**src/rtl/br_decoder.sv**
```systemverilog
// LEGv8 BR (branch-to-register) decoder: splits the instruction into control fields and registers the packed control word.
// Optional macro BR_OPCODE_CHECK_EN: when defined, non-BR opcodes produce a PC-increment NOP word instead.
module br_decoder #(
  parameter logic [10:0] BR_OPCODE = 11'b11010110000
) (
  input  logic        clock,
  input  logic        reset,
  input  logic [31:0] i,
  output logic [93:0] CW
);

  logic [4:0]  DA;
  logic [4:0]  SA;
  logic [4:0]  SB;
  logic [4:0]  FS;
  logic [1:0]  PS;
  logic [1:0]  enable;
  logic        regWrite;
  logic        memWrite;
  logic        PC_sel;
  logic        B_sel;
  logic        status_load;
  logic [63:0] k;
  logic        state;
  logic        is_br;

  // Opcode match and the bits a BR ignores; kept only to make intent explicit.
  logic        unused_bits;
  assign unused_bits = ^{is_br, i[15:10]};

`ifdef BR_OPCODE_CHECK_EN
  assign is_br = (i[31:21] == BR_OPCODE);
`else
  assign is_br = 1'b1;
`endif

  always_comb begin
    DA          = 5'd0;
    SA          = 5'd0;
    SB          = 5'd0;
    FS          = 5'd0;
    PS          = 2'b01;
    enable      = 2'b00;
    regWrite    = 1'b0;
    memWrite    = 1'b0;
    PC_sel      = 1'b0;
    B_sel       = 1'b0;
    status_load = 1'b0;
    k           = 64'd0;
    state       = 1'b0;
    if (is_br) begin
      // PC is loaded from bus A, which carries Rn.
      DA     = i[4:0];
      SA     = i[9:5];
      SB     = i[20:16];
      PS     = 2'b11;
      PC_sel = 1'b1;
    end
  end

  always_ff @(posedge clock) begin
    if (reset) begin
      CW <= '0;
    end else begin
      CW <= {DA, SA, SB, FS, PS, enable, regWrite, memWrite,
             PC_sel, B_sel, status_load, k, state};
    end
  end

endmodule

```
**config.mk**
```make
export PLATFORM = sky130hd
export DESIGN_NAME = br_decoder
export DESIGN_NICKNAME = d
export VERILOG_FILES = /design/src/rtl/br_decoder.sv
export SDC_FILE = /design/constraint.sdc
export NUM_CORES = 1
export LEC_CHECK = 0
export CAP_MARGIN = 40
export CELL_PAD_IN_SITES_DETAIL_PLACEMENT = 1
export CELL_PAD_IN_SITES_GLOBAL_PLACEMENT = 2
export CORE_MARGIN = 2
export CORE_UTILIZATION = 30
export DETAILED_ROUTE_END_ITERATION = 8
export DONT_BUFFER_PORTS = 1
export PLACE_DENSITY_LB_ADDON = 0.1
export SLEW_MARGIN = 20
export SYNTH_ARGS = -nofsm -noshare
export SYNTH_HDL_FRONTEND = slang
export SYNTH_SLANG_ARGS = --single-unit
```
**constraint.sdc**
```tcl
create_clock -name clock -period 0.8 [get_ports clock]
set_input_delay 0.16 -clock clock [delete_from_list [all_inputs] [get_ports clock]]
set_output_delay 0.16 -clock clock [all_outputs]
set_load 0.02 [all_outputs]
```
======== After elaboration in Yosys (flattened, before gate mapping) ========
Cells that the tools add are included.
operators by class
  multiplexer cells ....................... 1
operators with widths
  operator  number
  $mux 74   1
storage, ports and cells
  logic and storage cells ................. 3
  output and inout bits ................... 94
  input bits .............................. 34
  flip-flop bits (word level) ............. 94

======== Longest topological paths before layout ========
  depth in word-level cells ............... 1
  depth in mapped cells ................... 2
  mapped depth without buffers ............ 1

======== Worst setup path after synthesis ========
Ideal clock, no wire load.
  kind .................................... flip-flop to output port
  start ................................... register CW[72]
  end ..................................... output CW[72]
  buffers on the path ..................... 1
  stages on the path, launching flop included .. 2
  required time ........................... 0.640 ns
  arrival ................................. 0.617 ns
  slack ................................... 0.023 ns
  cells stage by stage .................... dfxtp_1 -> buf_4
RTL lines
  what                      RTL line  text
  start: declaration        9         output logic [93:0] CW
  start signal: assignment  65        CW <= {DA, SA, SB, FS, PS, enable, regWrite, memWrite,
No word-level cell between the ends.

==> run metrics <==
I/O Pins roughly 130; Place WS between 0.15 and 0.2 ns; PortBufs 0; Peak Freq approximately 1100 MHz; Tcrit/Tclk final 1.15; Hold WS 0.0198 ns; die area 3990 um^2; DR vias/cell about 2.8; share of layout cells above drive strength 1 0.279; Final Max Slew Viols 0; clock tree buffer depth 2; P&R area growth vs syn -4.88%; status finished, violations left; setup ws final -0.121 ns; fin crit period roughly 0.92 ns; core area 3360 um^2; TritonCTS clock tree yes; Routed Antenna Nets 0; top flop regs CW x16; routed wire length 1.56 mm; net total in the final layout 157; Residual DRC 0; largest net degree at the start of global routing 10; flip-flop count of the largest register after layout 16; Ant. Diodes 0; routability cong. 0.561; TritonRoute pass-1 iters 2; Yosys reg bits 16; Die Y 63.2 um; RSZ-0062 raised after global routing true; first-pass GRT wire length 1.98 mm; Peak VDD IR a little over 0.4 mV; startpoint types flip-flop; hold depth 1; Sink Count 16; maxcap violations 0; Worst path depth 1; Worst EP required 0.64 ns; Cell Rows 21; Seq/Total Area, Yosys 0.305; die width 63.2 um; Crit-path slowest cell dfxtp_2; commonest non-fill, non-tap cells in the layout conb_1, dfxtp_4, dlygate4sd3_1; Num CTS Buffers 3; number of global-route vias before repair 371; worst path arrival time roughly 0.76 ns; Yosys warnings 0; Tightest Hold Check Type input port to flip-flop; CTS root buf clkbuf_4; Synth Instances between 100 and 150; WS Path Type flip-flop to output pin; nature of the critical path endpoint output pin; post-synthesis cell area approximately 1100 um^2; starting density of the core 0.312; Filler cells 415; Worst-path clk slew 0.09 ns; critical path's largest stage delay 0.35 ns; buffers and inverters on the worst path 1; GR Util All Layers 0.0668; Vias 464; Reg with most FFs CW; worst-path cell chain buf_12; Final HPWL DP roughly 1.3 mm; average size of a mapped cell roughly 9.4 um^2; worst-path maximum fanout 3; leak pwr 0.529 nW; global route overflow 0; CTS H-tree lvls 1; pwr dens 1830 nW/um^2; # setup viols final 18; First DRT Iteration DRCs 3; commonest non-fill, non-tap cell in the layout conb_1; initial antenna violation count 0; synth unique cells 8; Final Hold Viols 0; failing checks negative setup slack; Routed WL per cell ~9.3 um; Crit path max-delay family flip-flops
[through the flow]
stage	total power [W]	utilization	std cells	setup TNS, ns	area (um^2)
after floorplan	0.00158	-	187	0	1330
after global placement	0.00130	0.242	155	0	813
after detailed placement	0.00130	0.242	155	0	813
after CTS	0.00184	0.294	167	-1.77	987
after global routing	0.00192	0.297	168	-1.33	1000
final	0.00183	0.297	168	-0.714	1000
[cells by family (layout without fill, tap and decap cells)]
kind of cell	count (synthesis)	after routing	synth area share
buf+inv	80	15	0.571
flops	16	16	0.305
simple gates	15	15	0.120
other cells	1	76	0.00357
[final timing paths]
| check | startpoint | end | slack [ns] |
|---|---|---|---|
| hold / removal | i[6] | CW[85]$_SDFF_PP0_ | 0.02 |
| setup / recovery | CW[72]$_DFF_P_ | CW[73] | -0.12 |
[routing by layer]
layer / part of all wire / global-route usage
met5: 0 / 0
met4: 0.0051 / 0.0326
met2: 0.43 / 0.0891
met1: 0.39 / 0.0811
met3: 0.17 / 0.0446
[repair_timing]
item	CTS	global route
endpoints found under the hold margin	10	1
gates resized for setup	31	1
setup buffers	0	0
endpoints found under the setup margin	18	27
hold buffers	8	1
[cells in the mapped netlist]
| cell type | n | area [um^2] |
|---|---|---|
| and2b_2 | 6 | 52.6 |
| buf_4 | 78 | 586 |
| buf_6 | 1 | 11.3 |
| conb_1 | 1 | 3.75 |
| dfxtp_1 | 16 | 320 |
| inv_1 | 1 | 3.75 |
| nor2b_1 | 2 | 12.5 |
| nor2b_2 | 7 | 61.3 |
[area by class of cell]
| cell class | count | area [um^2] | area share |
|---|---|---|---|
| multi-input cells | 91 | 412 | 0.412 |
| clock buffers | 4 | 36.3 | 0.0363 |
| flip-flops and latches | 16 | 378 | 0.378 |
| inverters | 1 | 3.75 | 0.00375 |
| repair buffers | 10 | 113 | 0.113 |
| well taps | 46 | 57.6 | 0.0576 |
[report_power, final]
| part | leakage [nW] | internal (W) | switching (W) |
|---|---|---|---|
| clock | 0.0210 | 0.000277 | 0.000239 |
| sequential | 0.142 | 0.000820 | 0.0000715 |
| combinational | 0.366 | 0.0000704 | 0.000355 |
(Power assumes the default switching activity.)
